[config.mk]
export PLATFORM = sky130hd
export DESIGN_NAME = fifo_serial_tx
export DESIGN_NICKNAME = d
export VERILOG_FILES = /design/src/rtl/fifo_serial_tx.sv
export SDC_FILE = /design/constraint.sdc
export NUM_CORES = 1
export LEC_CHECK = 0
export ABC_AREA = 1
export BUFFER_PORTS_ARGS = -buffer_cell sky130_fd_sc_hd__buf_2
export CAP_MARGIN = 20
export CORE_AREA = 4 4 54 56
export CTS_CLUSTER_DIAMETER = 150
export DETAILED_ROUTE_END_ITERATION = 16
export DIE_AREA = 0 0 58 60
export GPL_TIMING_DRIVEN = 0
export HOLD_SLACK_MARGIN = 0.03
export PLACE_DENSITY = 0.65
export SYNTH_ARGS = -nofsm -noshare
export SYNTH_HDL_FRONTEND = slang
export SYNTH_SLANG_ARGS = --single-unit
[constraint.sdc]
create_clock -name clk_i -period 3.9 [get_ports clk_i]
set_input_delay 0 -clock clk_i [delete_from_list [all_inputs] [get_ports clk_i]]
set_output_delay 0 -clock clk_i [all_outputs]
set_load 0.01 [all_outputs]
[src/rtl/fifo_serial_tx.sv]
// Serial transmitter fed by a valid/yumi upstream (e.g. a FIFO): start bit, LSB-first data, stop bit.
// Optional even-parity bit between data and stop when FIFO_SERIAL_TX_PARITY_EN is defined.
module fifo_serial_tx #(
  parameter int width_p        = 8,
  parameter int clks_per_bit_p = 4
) (
  input  logic               clk_i,
  input  logic               reset_i,
  input  logic               valid_i,
  input  logic [width_p-1:0] data_i,
  output logic               yumi_o,
  output logic               tx_o,
  output logic               busy_o
);

  localparam int cnt_w_lp = $clog2(clks_per_bit_p);
  localparam int idx_w_lp = $clog2(width_p + 1);
  localparam logic [cnt_w_lp-1:0] cnt_last_lp = cnt_w_lp'(clks_per_bit_p - 1);
  localparam logic [idx_w_lp-1:0] idx_last_lp = idx_w_lp'(width_p - 1);

`ifdef FIFO_SERIAL_TX_PARITY_EN
  typedef enum logic [2:0] {
    IDLE   = 3'd0,
    START  = 3'd1,
    DATA   = 3'd2,
    STOP   = 3'd3,
    PARITY = 3'd4
  } state_t;

  logic parity_r;

  function automatic logic parity_f(input logic [width_p-1:0] word);
    parity_f = ^word;
  endfunction
`else
  typedef enum logic [2:0] {
    IDLE  = 3'd0,
    START = 3'd1,
    DATA  = 3'd2,
    STOP  = 3'd3
  } state_t;
`endif

  state_t              state_r;
  logic [cnt_w_lp-1:0] cnt_r;
  logic [idx_w_lp-1:0] idx_r;
  logic [width_p-1:0]  shift_r;
  logic                tx_r;
  logic                busy_r;

  logic                bit_done_s;
  logic                yumi_s;
  logic [width_p-1:0]  shift_nxt_s;

  // Handshake and bit-boundary decode; yumi is suppressed while reset is asserted.
  always_comb begin
    bit_done_s  = (cnt_r == cnt_last_lp);
    shift_nxt_s = shift_r >> 1;
    yumi_s      = valid_i && !reset_i &&
                  ((state_r == IDLE) || ((state_r == STOP) && bit_done_s));
  end

  assign yumi_o = yumi_s;
  assign tx_o   = tx_r;
  assign busy_o = busy_r;

  // Frame FSM; the shift register is deliberately left out of the reset branch.
  always_ff @(posedge clk_i) begin
    if (reset_i) begin
      state_r <= IDLE;
      cnt_r   <= '0;
      idx_r   <= '0;
      tx_r    <= 1'b1;
      busy_r  <= 1'b0;
    end else begin
      case (state_r)
        IDLE: begin
          cnt_r <= '0;
          idx_r <= '0;
          if (yumi_s) begin
            shift_r <= data_i;
`ifdef FIFO_SERIAL_TX_PARITY_EN
            parity_r <= parity_f(data_i);
`endif
            state_r <= START;
            tx_r    <= 1'b0;
            busy_r  <= 1'b1;
          end else begin
            tx_r   <= 1'b1;
            busy_r <= 1'b0;
          end
        end
        START: begin
          if (bit_done_s) begin
            cnt_r   <= '0;
            idx_r   <= '0;
            state_r <= DATA;
            tx_r    <= shift_r[0];
          end else begin
            cnt_r <= cnt_r + cnt_w_lp'(1);
          end
        end
        DATA: begin
          if (bit_done_s) begin
            cnt_r <= '0;
            if (idx_r == idx_last_lp) begin
`ifdef FIFO_SERIAL_TX_PARITY_EN
              state_r <= PARITY;
              tx_r    <= parity_r;
`else
              state_r <= STOP;
              tx_r    <= 1'b1;
`endif
            end else begin
              idx_r   <= idx_r + idx_w_lp'(1);
              shift_r <= shift_nxt_s;
              tx_r    <= shift_nxt_s[0];
            end
          end else begin
            cnt_r <= cnt_r + cnt_w_lp'(1);
          end
        end
`ifdef FIFO_SERIAL_TX_PARITY_EN
        PARITY: begin
          if (bit_done_s) begin
            cnt_r   <= '0;
            state_r <= STOP;
            tx_r    <= 1'b1;
          end else begin
            cnt_r <= cnt_r + cnt_w_lp'(1);
          end
        end
`endif
        STOP: begin
          if (bit_done_s) begin
            cnt_r <= '0;
            idx_r <= '0;
            // A waiting word starts its frame with no idle gap.
            if (yumi_s) begin
              shift_r <= data_i;
`ifdef FIFO_SERIAL_TX_PARITY_EN
              parity_r <= parity_f(data_i);
`endif
              state_r <= START;
              tx_r    <= 1'b0;
              busy_r  <= 1'b1;
            end else begin
              state_r <= IDLE;
              tx_r    <= 1'b1;
              busy_r  <= 1'b0;
            end
          end else begin
            cnt_r <= cnt_r + cnt_w_lp'(1);
          end
        end
        default: begin
          state_r <= IDLE;
          cnt_r   <= '0;
          idx_r   <= '0;
          tx_r    <= 1'b1;
          busy_r  <= 1'b0;
        end
      endcase
    end
  end

endmodule
=== After elaboration in Yosys (flattened, before gate mapping) ===
Cells that the tools add are included.

* Muxes and demuxes: 25
* $add $sub $neg: 2
* Reduce and logical (&&, ||, !) cells: 16
* Bitwise gates (word level): 3
* Eq/ne operators: 12

{| class="wikitable"
|+ Operator list
! kind !! count
|-
| 8-bit 2-to-1 mux || 4
|-
| 8-bit case mux with 3 select lines || 1
|-
| 3-bit 2-to-1 mux || 5
|-
| 4-bit 2-to-1 mux || 3
|-
| 2-bit inequality test (second input constant) || 6
|-
| 3-bit case mux with 4 select lines || 1
|-
| 5-bit AND reduction || 2
|-
| 1-bit 2-to-1 mux || 8
|-
| 4-bit case mux with 2 select lines || 1
|-
| 3-bit by 2-bit == test with 1-bit output (second input constant) || 2
|-
| 3-bit AND reduction || 2
|-
| 3-bit OR reduction || 2
|-
| 4-bit by 1-bit adder with 4-bit output (second input constant) || 1
|-
| 4-bit by 3-bit == test with 1-bit output (second input constant) || 1
|-
| 1-bit case mux with 4 select lines || 1
|-
| 2-bit OR reduction || 2
|-
| 3-bit by 1-bit == test with 1-bit output (second input constant) || 1
|-
| 1-bit logical AND || 3
|-
| 3-bit zero test || 1
|-
| 1-bit NOT || 3
|-
| 1-bit case mux with 3 select lines || 1
|-
| 3-bit nonzero test || 1
|-
| 2-bit by 1-bit adder with 2-bit output (second input constant) || 1
|-
| 2-bit == test (second input constant) || 1
|-
| other kinds (4) || 4
|}

* Input bits: 11
* Logic and storage cells: 64
* Flip-flop bits (word level): 19
* Output and inout port bits: 3

=== Logic depth before layout (Yosys ltp) ===
Gate-level depths: netlist of run 1.

* Depth in word-level cells: 7
* Mapped depth: 9
* Gate-level depth less buffers: 9

=== Least setup slack after synthesis of run 1 ===
No wires, ideal clock.

* Path kind: register to register
* From: reg state_r[0]
* To: reg shift_r[0] (enable)
* Clock period less this slack: 1,845 ps
* Slack: 2,055 ps
* Data required time: 3,520 ps
* Arrival: 1,465 ps
* Setup time: 380 ps
* Stages on the path, launching flop included: 6
* Path buffers: 0
* Cell sequence: dfxtp_1 > ha_1 > nand2_1 > a21oi_4 > o21ai_1 > nor3_1

* Word-level cells in the longest chain between the ends: 3
* Elaborated cells on any way between the ends: 8
* Classes of those cells: eq/ne (5); reduce/logical (3)

{| class="wikitable"
|+ RTL lines
! item !! RTL line !! source
|-
| start, declared || 44 || <nowiki>state_t state_r;</nowiki>
|-
| start signal, assigned || 70 || <nowiki>state_r <= IDLE;</nowiki>
|-
| start signal, assigned || 85 || <nowiki>state_r <= START;</nowiki>
|-
| start signal, assigned || 97 || <nowiki>state_r <= DATA;</nowiki>
|-
| 3-bit by 2-bit == test with 1-bit output (tied with other cells) || 76 || <nowiki>case (state_r)</nowiki>
|-
| 2-bit inequality test (no line) / 3-bit nonzero test (equally long branches) || -- ||
|-
| 5-bit AND reduction (no line) * || -- ||
|-
| end signal, assigned || 81 || <nowiki>shift_r <= data_i;</nowiki>
|-
| end signal, assigned || 116 || <nowiki>shift_r <= shift_nxt_s;</nowiki>
|-
| end signal, assigned || 140 || <nowiki>shift_r <= data_i;</nowiki>
|-
| end, declared || 47 || <nowiki>logic [width_p-1:0] shift_r;</nowiki>
|}

Every way passes the cells marked *; elsewhere a longest branch is shown, timed or not.
A chain may end at the register's enable or synchronous reset.

=== Worst setup path after layout of run 1 ===
* From: reg state_r[0]
* To: reg shift_r[6] (enable)

The elaborated chain is that of the path after synthesis.

==> results.json, run 1 <==
{
  "power_density_nw_per_um2": 643,
  "clk-insertion-delay-late_ns": 0.29,
  "placed_cell_area_um2": 1170,
  "rsz0062_at_grt": "no",
  "cpLargestDelayFamily": "simple AND/OR/NAND/NOR gates",
  "ios": 14,
  "cp_data_arrival_time_ns": 2.07,
  "wl_per_cell_um": 11.3,
  "synth_xor_area_frac": 0,
  "grt_pass1_vias": 835,
  "fin_util": 0.499,
  "crit_path_max_incr_delay_ns": 0.76,
  "ant_nets": 0,
  "hold_violations": 0,
  "dr.pass1.iters": 3,
  "synth_ff_type": "dfxtp_1",
  "grt_max_degree": 11,
  "path_max_fanout": 7,
  "cts_max_level": 1,
  "slew_viol_final": 0,
  "final_area_um2": 1210,
  "vias": 871,
  "post_synth_fa_ha_maj_area_fraction": 0.0705,
  "worst_pin_slew_ns": 0.942,
  "crit_slowest_cell": "nor3_1",
  "grt_pass1_wl_um": 3520,
  "crit_type": "flip-flop to flip-flop",
  "power.leakage_uw": 0.000559,
  "cts.sinks": 18,
  "synth_top_area_cell": "edfxtp_1",
  "synthesis.area_um2": 1060,
  "dp_hpwl_um": 1530,
  "yosysSeqAreaShare": 0.414,
  "synth_compound_area_frac": 0.114,
  "synthTopCellsByArea": "edfxtp_1 23%, dfxtp_1 19%, nand2_1 12%",
  "final_nets": 166,
  "synthArstFlopShare": 0,
  "synth-edff-count": 8,
  "synth_top_family_by_area": "simple AND/OR/NAND/NOR gates",
  "path_clk_slew_ns": 0.10,
  "stdcell_count": 178,
  "syn2layout_area_growth_pct": 14.0,
  "yosysUniqueCellTypes": 25,
  "synth_top_cell_area_share": 0.226,
  "floorplan.core_area_um2": 2430,
  "finClkSkew_ns": 0.00237,
  "cts_tree": "built",
  "drv_cap": 0,
  "drive_gt1_frac": 0.250,
  "antenna_found_initial": 0,
  "root_buffer": "clkbuf_4",
  "die-area_um2": 3480,
  "syn-instance-count": 129,
  "cts_resized": 0,
  "rows": 18,
  "status": "completed",
  "crit_buf_inv": 1,
  "gp_congestion": 0.809,
  "ys_seq_elements": 18,
  "post-route-min-period_ns": 2.14,
  "die_w_um": 58,
  "setup_viol": 0,
  "startpoint_type": "flip-flop",
  "yosysMostFrequentCell": "nand2_1",
  "syn_area_per_cell_um2": 8.25,
  "drc_errors": 0,
  "crit_required_ns": 3.83,
  "synth-simple-area-share": 0.333,
  "port_buffers": 13,
  "dp_cells": 172,
  "drt_iter0_markers": 41,
  "slew_headroom": 0.367,
  "finalWirelength_um": 2010,
  "overflow": 0,
  "worstPathCellList": "inv_1 > ha_1 > nand3_2 > o21ai_0 > nor3_1",
  "fin_crit_sh": 0.549,
  "ys.warnings.count": 0,
  "clock_path_buffers": 2,
  "cts_made_buffers": 3,
  "initial_core_util": 0.438,
  "die_height_um": 60,
  "end_kind": "flip-flop",
  "synth_mux_area_frac": 0,
  "syn-num-nets": 146,
  "min_path_type": "input port to flip-flop",
  "num_antenna_cells": 0,
  "ys_top_cells_by_count": "35 x nand2_1, 13 x nor2_1, 10 x dfxtp_1, 10 x o21ai_0, 9 x inv_1",
  "timing.fmax_ghz": 0.467,
  "routed_via_density": 4.89,
  "ir_worst_vdd_mv": 0.395,
  "tns_ns": 0,
  "grt_usage": 0.132
}
==> worst paths after layout <==
| kind | slack (ns) | start | cells past startpoint | to |
|---|---|---|---|---|
| setup / recovery | 1.76 | state_r[0]$_SDFFE_PP0P_ | 5 | shift_r[6]$_DFFE_PP_ |
| hold / removal | 0.06 | data_i[5] | 3 | shift_r[5]$_DFFE_PP_ |
| setup reg to reg | 1.76 | state_r[0]$_SDFFE_PP0P_ | 5 | shift_r[6]$_DFFE_PP_ |
| hold reg to reg | 0.43 | cnt_r[0]$_SDFF_PP0_ | 1 | cnt_r[0]$_SDFF_PP0_ |
==> cells in the final DEF, fill, tap and decap left out, types with 2 or more instances in the layout <==
master,netlist,final
nor2_1,13,13
nand3_2,4,4
nand2_4,2,2
dlygate4sd3_1,0,2
o21ai_0,10,10
nand4_1,2,2
clkbuf_4,0,3
a21oi_1,4,4
inv_1,9,9
nor3_1,2,2
nand3_1,5,5
edfxtp_1,8,8
buf_2,0,13
dfxtp_1,10,10
buf_6,2,2
nand2_2,4,4
nand2_1,35,35
o21ai_1,2,2
inv_2,3,3
ha_1,6,6
==> power breakdown <==
group          internal, uW  leakage (uW)  total (uW)  switching [uW]
combinational           155      0.000386         410             254
sequential              254      0.000157         275            20.7
clock                  37.2     0.0000154        96.4            59.1
==> layer usage <==
| layer | GRT usage | vias to the layer above | wire length, um |
|---|---|---|---|
| met5 | 0 | - | 0 |
| met4 | 0.0629 | 0 | 35 |
| met3 | 0.0302 | 5 | 90 |
| met2 | 0.213 | 15 | 935 |
| met1 | 0.168 | 389 | 952 |
| li1 | - | 462 | - |
==> worst register-to-register path: stages, from the launching register on <==
cell	delay (ns)
dfxtp_1	0.38
inv_1	0.09
ha_1	0.28
nand3_2	0.16
o21ai_0	0.10
nor3_1	0.76
==> final cells by class <==
class	count	area, um2
flip-flops and latches	18	440
multi-input cells	96	551
well taps	30	37.5
fillers	249	1220
plain buffers	2	22.5
repair buffers	15	85.1
clock inverters	1	3.75
inverters	13	51.3
clock buffers	3	22.5
==> logic make-up after synthesis <==
logic type | count (synthesis)
simple gates | 71
compound gates | 19
flops | 18
buf+inv | 15
fa+ha+maj | 6
==> per-stage QoR <==
step	hold slack [ns]	total power (uW)	worst slack, ns
after CTS	0.0511	791	1.73
final	0.0616	780	1.76
after global placement	0.247	682	1.79
after floorplan	0.0624	602	2.05
after global routing	0.0574	859	1.62
after detailed placement	0.258	690	1.76
==> flip-flops by register name, indices dropped and copies added (netlist names) <==
signal and count:
shift_r 8, state_r 2, idx_r 4, cnt_r 2, busy_o 1, tx_o 1
==> timing repair <==
item | CTS | global route
hold buffers | 2 | 0
hold endpoints to repair | 4 | 0
setup buffers | 0 | 0
Note: power is estimated with default switching activity, not from simulation.
==> run 2, diff against run 1 <==
==> config.mk (replaced) <==
export PLATFORM = sky130hd
export DESIGN_NAME = fifo_serial_tx
export DESIGN_NICKNAME = d
export VERILOG_FILES = /design/src/rtl/fifo_serial_tx.sv
export SDC_FILE = /design/constraint.sdc
export NUM_CORES = 1
export LEC_CHECK = 0
export ABC_AREA = 0
export BUFFER_PORTS_ARGS = -buffer_cell sky130_fd_sc_hd__buf_2
export CAP_MARGIN = 20
export CORE_AREA = 4 4 52 54
export CTS_CLUSTER_DIAMETER = 150
export DETAILED_ROUTE_END_ITERATION = 16
export DIE_AREA = 0 0 56 58
export GPL_TIMING_DRIVEN = 0
export HOLD_SLACK_MARGIN = 0.03
export PLACE_DENSITY = 0.64
export SYNTH_ARGS = -nofsm -noshare
export SYNTH_HDL_FRONTEND = slang
export SYNTH_SLANG_ARGS = --single-unit
==> constraint.sdc (replaced) <==
create_clock -name clk_i -period 2.1 [get_ports clk_i]
set_input_delay 0 -clock clk_i [delete_from_list [all_inputs] [get_ports clk_i]]
set_output_delay 0 -clock clk_i [all_outputs]
set_load 0.01 [all_outputs]
==> run 2 against run 1 <==
Sequential cell count stayed put. Clock power rose by 87%. Clock skew fell by 0.0010 ns. Final cell count fell by 16%. Sequential share of layout area increased by 3.8 points. Core utilization is 0.18 points lower. Global-route usage fell by 0.38 points. Largest cell class unchanged.
==> results.json, run 2 <==
{
  "hold_ws_ns": 0.0396,
  "status": "completed",
  "final_common_cell": "nand2_1",
  "path_clk_slew_ns": 0.10,
  "fin_crit_sh": 0.940,
  "floorplan.core_area_um2": 2210,
  "yosysSeqAreaShare": 0.462,
  "largest_reg_flops": 8,
  "finalWirelength_um": 2020,
  "syn-instance-count": 104,
  "crit_required_ns": 2.10,
  "cpLargestDelayFamily": "simple AND/OR/NAND/NOR gates",
  "drc_errors": 0,
  "synthTopCellsByArea": "edfxtp_1 25%, dfxtp_1 21%, ha_1 7.9%",
  "sequentialPowerShare": 0.427,
  "cp-startpoint": "state_r[1]$_SDFFE_PP0P_",
  "startpoint_type": "flip-flop",
  "worstHoldStart": "data_i[3]",
  "ys.warnings.count": 0,
  "gp_congestion": 0.787,
  "synthesis.area_um2": 953,
  "final_nets": 140,
  "drive_gt1_frac": 0.189,
  "worstHoldPathCells": 3,
  "largest_registers": "shift_r x8, idx_r x4",
  "switching_share": 0.370,
  "dp_hpwl_um": 1420,
  "worst_pin_slew_ns": 0.534,
  "layout_common_cells": "19 x nand2_1, 13 x buf_2, 10 x dfxtp_1",
  "path_max_fanout": 10,
  "p_total_uw": 1120,
  "r2r_slack_ns": 0.13,
  "post-route-min-period_ns": 1.97,
  "rr_worst_depth": 6,
  "synth_top_cell_area_share": 0.252,
  "hold_path_end": "shift_r[3]$_DFFE_PP_",
  "synthArstFlopShare": 0,
  "rows": 17,
  "syn2layout_area_growth_pct": 15.4,
  "clock_power_share": 0.161,
  "crit_path_max_incr_delay_ns": 0.41,
  "crit_buf_inv": 1,
  "clk-insertion-delay-late_ns": 0.29,
  "routed_via_density": 5.31,
  "clock_path_buffers": 2,
  "die-area_um2": 3250,
  "drv_cap": 0,
  "crit_type": "flip-flop to flip-flop",
  "internal_power_uw": 703,
  "final_area_um2": 1100,
  "post_cts_buffers": 0,
  "power_frac_comb": 0.412,
  "die_height_um": 58,
  "finClkSkew_ns": 0.00137,
  "placed_cell_area_um2": 1050,
  "hold_violations": 0,
  "r2r-start": "state_r[1]$_SDFFE_PP0P_",
  "die_w_um": 56,
  "worstPathCellList": "ha_1 > a21oi_1 > nor2_1 > clkbuf_4 > a31oi_1 > nor2_4",
  "drt_iter0_markers": 19,
  "grt_max_degree": 11,
  "timing.fmax_ghz": 0.506,
  "ys_seq_elements": 18,
  "cp_data_arrival_time_ns": 1.97,
  "slew_headroom": 0.644,
  "end_kind": "flip-flop",
  "p_switching_uw": 413,
  "syn-num-nets": 121,
  "num_antenna_cells": 0,
  "synth_top_area_cell": "edfxtp_1",
  "ios": 14,
  "cts.sinks": 18,
  "setup_viol": 0,
  "port_buffers": 13,
  "cts_made_buffers": 3,
  "ant_nets": 0,
  "cts_tree": "built",
  "ir_worst_vdd_mv": 0.462,
  "grt_pass1_wl_um": 3310,
  "synth-edff-count": 8,
  "crit_slowest_cell": "dfxtp_1",
  "wl_per_cell_um": 13.4,
  "yosysUniqueCellTypes": 32,
  "initial_core_util": 0.431,
  "syn_area_per_cell_um2": 9.17,
  "slew_viol_final": 0,
  "cts_max_level": 1,
  "power.leakage_uw": 0.000408,
  "yosysMostFrequentCell": "nand2_1",
  "grt_usage": 0.129,
  "vias": 797,
  "ys_top_cells_by_count": "19 x nand2_1, 10 x dfxtp_1, 8 x a21oi_1, 8 x edfxtp_1, 8 x o21ai_0",
  "r2r-end": "shift_r[0]$_DFFE_PP_",
  "grt_pass1_vias": 766,
  "antenna_found_initial": 0,
  "largest-register": "shift_r",
  "root_buffer": "clkbuf_4",
  "synth_ff_type": "dfxtp_1",
  "power_density_nw_per_um2": 1010,
  "overflow": 0,
  "dr.pass1.iters": 4,
  "min_path_type": "input port to flip-flop"
}
-- run 2: cell count changes in the layout (fill, tap and decap cells not counted), moves of 4 or more --
cell,previous run,this run
nand2_2,4,0
nor2_1,13,4
nand2b_1,0,4
nand3_2,4,0
nand2_1,35,19
a21oi_1,4,8
inv_1,9,3
clkbuf_1,0,4
-- run 2: worst max-delay path by stage --
stage,to,slack [ns],cells after the start
floorplan,shift_r[0]$_DFFE_PP_,0.20,6
global placement,shift_r[6]$_DFFE_PP_,-0.14,6
detailed placement,shift_r[5]$_DFFE_PP_,-0.13,6
CTS,shift_r[0]$_DFFE_PP_,0.01,6
global route,shift_r[0]$_DFFE_PP_,-0.0008,6
finish,shift_r[0]$_DFFE_PP_,0.13,6
-- run 2: power groups by stage --
stage / sequential, uW / clock (uW) / combinational [uW]
4_1_cts: 477 / 183 / 455
2_1_floorplan: 480 / 0 / 344
3_3_place_gp: 482 / 0 / 439
3_5_place_dp: 485 / 0 / 445
5_1_grt: 483 / 200 / 519
6_report: 477 / 180 / 460
-- run 2: metrics by stage --
| stage | utilization | setup TNS [ns] | setup slack, ns | instances |
|---|---|---|---|---|
| floorplan | - | 0 | 0.204 | 104 |
| CTS | 0.494 | 0 | 0.0107 | 150 |
| global route | 0.497 | -0.000836 | -0.000836 | 150 |
| finish | 0.497 | 0 | 0.126 | 150 |
| detailed placement | 0.476 | -0.910 | -0.130 | 145 |
| global placement | 0.476 | -0.992 | -0.142 | 145 |
-- run 2: worst register-to-register path, cell delays in order (launching register included) --
cell      delay, ns
dfxtp_1        0.41
ha_1           0.29
a21oi_1        0.09
nor2_1         0.25
clkbuf_4       0.27
a31oi_1        0.14
nor2_4         0.23
-- run 2: per-layer routing --
metal | vias to the layer above | GRT usage | wire length (um)
met3 | 4 | 0.0290 | 79
met2 | 14 | 0.204 | 976
met1 | 368 | 0.166 | 935
met4 | 0 | 0.0610 | 24
li1 | 411 | - | -
met5 | - | 0 | 0
-- run 2: final cells by class --
class                           count  area (um2)
Fill cell                         218        1110
Buffer                              6        33.8
Sequential cell                    18         440
Clock inverter                      1        3.75
Clock buffer                        3        22.5
Inverter                            3        11.3
Tap cell                           28        35.0
Timing Repair Buffer               14        75.1
Multi-Input combinational cell     77         478
-- run 2: kinds of logic after synthesis --
group | synth area share
mux | 0.0210
simple gates | 0.247
flops | 0.462
fa+ha+maj | 0.0787
buf+inv | 0.0446
compound gates | 0.147
-- run 2: timing repair --
item	CTS	global route
endpoints found under the setup margin	7	7
hold buffers	1	0
resized for setup	1	2
endpoints found under the hold margin	1	0
==> run 3, diff against run 2 <==
--- a/config.mk
+++ b/config.mk
@@ -6,7 +6,7 @@
 export NUM_CORES = 1
 export LEC_CHECK = 0
 export ABC_AREA = 0
-export BUFFER_PORTS_ARGS = -buffer_cell sky130_fd_sc_hd__buf_2
+export BUFFER_PORTS_ARGS = -buffer_cell sky130_fd_sc_hd__buf_4
 export CAP_MARGIN = 20
 export CORE_AREA = 4 4 52 54
 export CTS_CLUSTER_DIAMETER = 150
==> run 3 against run 2 <==
Final area is 3.9% higher. Critical path type unchanged. Highest routed layer unchanged. Combinational power is 3% higher. Maximum frequency is 2.7% higher. Sequential cell count stayed put. Clock-buffer cell count stayed put. Via count is 2.9% higher. Wire length is 1.2% lower. Clock skew is 0.0012 ns higher. Sequential share of layout area is 1.5 points lower.
==> results.json, run 3 (synthesis results as in run 2) <==
{
  "fillers": 222,
  "vias": 820,
  "r2r-end": "shift_r[4]$_DFFE_PP_",
  "slew_viol_final": 0,
  "clock_power_share": 0.159,
  "worst_pin_slew_ns": 0.515,
  "drc_errors": 0,
  "die-area_um2": 3250,
  "floorplan.core_area_um2": 2210,
  "wl_per_cell_um": 13.2,
  "die_height_um": 58,
  "dr.pass1.iters": 4,
  "rows": 17,
  "status": "completed",
  "internal_power_uw": 715,
  "fin_util": 0.516,
  "final_nets": 141,
  "power.leakage_uw": 0.000423,
  "layout_common_cells": "19 x nand2_1, 13 x buf_4, 10 x dfxtp_1",
  "path_clk_slew_ns": 0.11,
  "stdcell_count": 151,
  "crit_slowest_cell": "dfxtp_1",
  "largest-register": "shift_r",
  "largest_registers": "shift_r x8, idx_r x4",
  "setup_viol": 0,
  "post-route-min-period_ns": 1.92,
  "syn2layout_area_growth_pct": 19.8,
  "worstHoldPathCells": 3,
  "drv_cap": 0,
  "slew_headroom": 0.657,
  "placed_cell_area_um2": 1090,
  "clk-insertion-delay-late_ns": 0.29,
  "dp_hpwl_um": 1430,
  "rr_worst_depth": 7,
  "power_frac_comb": 0.420,
  "routed_via_density": 5.43,
  "p_total_uw": 1130,
  "min_path_type": "input port to flip-flop",
  "grt_max_degree": 11,
  "root_buffer": "clkbuf_4",
  "crit_path_max_incr_delay_ns": 0.35,
  "p_switching_uw": 415,
  "grt_usage": 0.127,
  "grt_pass1_wl_um": 3350,
  "worstPathCellList": "inv_1 > ha_1 > a21oi_1 > nor2_2 > buf_2 > a31oi_1 > nor2_4",
  "num_antenna_cells": 0,
  "cts.sinks": 18,
  "hold_violations": 0,
  "die_w_um": 56,
  "dp_cells": 145,
  "initial_core_util": 0.431,
  "power_density_nw_per_um2": 989,
  "fin_crit_sh": 0.916,
  "finClkSkew_ns": 0.00261,
  "final_area_um2": 1140,
  "rsz0062_at_grt": "no",
  "crit_required_ns": 2.09,
  "r2r_slack_ns": 0.18,
  "overflow": 0,
  "port_buffers": 13,
  "end_kind": "flip-flop",
  "timing.fmax_ghz": 0.520,
  "gp_congestion": 0.791,
  "finalWirelength_um": 1990,
  "grt_pass1_vias": 783,
  "cp_data_arrival_time_ns": 1.91,
  "worstHoldStart": "data_i[7]",
  "ant_nets": 0,
  "cts_tree": "built",
  "r2r-start": "state_r[0]$_SDFFE_PP0P_",
  "startpoint_type": "flip-flop",
  "cts_max_level": 1,
  "hold_path_end": "shift_r[7]$_SDFFCE_PP0P_",
  "antenna_found_initial": 0,
  "sequentialPowerShare": 0.422,
  "crit_type": "flip-flop to flip-flop",
  "switching_share": 0.367,
  "ir_worst_vdd_mv": 0.442,
  "drive_gt1_frac": 0.195,
  "drt_iter0_markers": 20,
  "cts_made_buffers": 3,
  "ios": 14,
  "clock_path_buffers": 2,
  "largest_reg_flops": 8,
  "final_common_cell": "nand2_1",
  "path_max_fanout": 10
}
[run 3: worst max-delay path by stage]
stage	start	end	slack (ns)	depth (start not counted)
after floorplan	state_r[1]$_SDFFE_PP0P_	shift_r[0]$_DFFE_PP_	0.20	6
after global placement	state_r[1]$_SDFFE_PP0P_	shift_r[3]$_DFFE_PP_	-0.14	6
after detailed placement	state_r[1]$_SDFFE_PP0P_	shift_r[5]$_DFFE_PP_	-0.15	6
after CTS	state_r[0]$_SDFFE_PP0P_	shift_r[0]$_DFFE_PP_	0.006	7
after global routing	cnt_r[0]$_SDFF_PP0_	shift_r[0]$_DFFE_PP_	0.04	6
final	state_r[0]$_SDFFE_PP0P_	shift_r[4]$_DFFE_PP_	0.18	7
[run 3: layer usage]
layer	up-vias	wire length, um	global-route usage
li1	409	-	-
met1	397	967	0.167
met2	12	944	0.202
met3	2	64	0.0312
met4	0	14	0.0508
met5	-	0	0
[run 3: stage by stage]
stage / TNS, ns / hold WS, ns / setup WS, ns
4_1_cts: 0 / 0.0376 / 0.00619
3_3_place_gp: -0.966 / 0.310 / -0.138
5_1_grt: 0 / 0.0314 / 0.0354
6_report: 0 / 0.0391 / 0.177
2_1_floorplan: 0 / 0.176 / 0.204
3_5_place_dp: -1.07 / 0.323 / -0.153
[run 3: critical path: cells and delay by family (launching register included)]
kind                     cells  cell delay (ns)
flip-flops                   1             0.35
AND/OR/NAND/NOR              2             0.41
AO/OA/AOI/OAI                2             0.23
buffers and inverters        2             0.36
adder cells (fa/ha/maj)      1             0.26
[run 3: layout make-up]
type                            instances  area, um2  share of cell area
Tap cell                               28       35.0              0.0307
Inverter                                3       11.3             0.00986
Sequential cell                        18        440               0.386
Buffer                                  6       31.3              0.0274
Multi-Input combinational cell         77        480               0.421
Clock inverter                          1       3.75             0.00329
Timing Repair Buffer                   15        118               0.103
Clock buffer                            3       22.5              0.0197
[run 3: timing repair]
action                                 4_1_cts  5_1_grt
hold buffers                                 1        1
setup endpoints to repair                    7        7
gates resized for setup                      1        2
buffers inserted                             0        0
endpoints found under the hold margin        2        1
[run 3: power groups by stage]
stage | Combinational, uW | Sequential (uW) | Clock, uW
finish | 475 | 477 | 179
global placement | 454 | 483 | 0
CTS | 467 | 477 | 182
floorplan | 344 | 480 | 0
detailed placement | 462 | 485 | 0
global route | 533 | 484 | 203
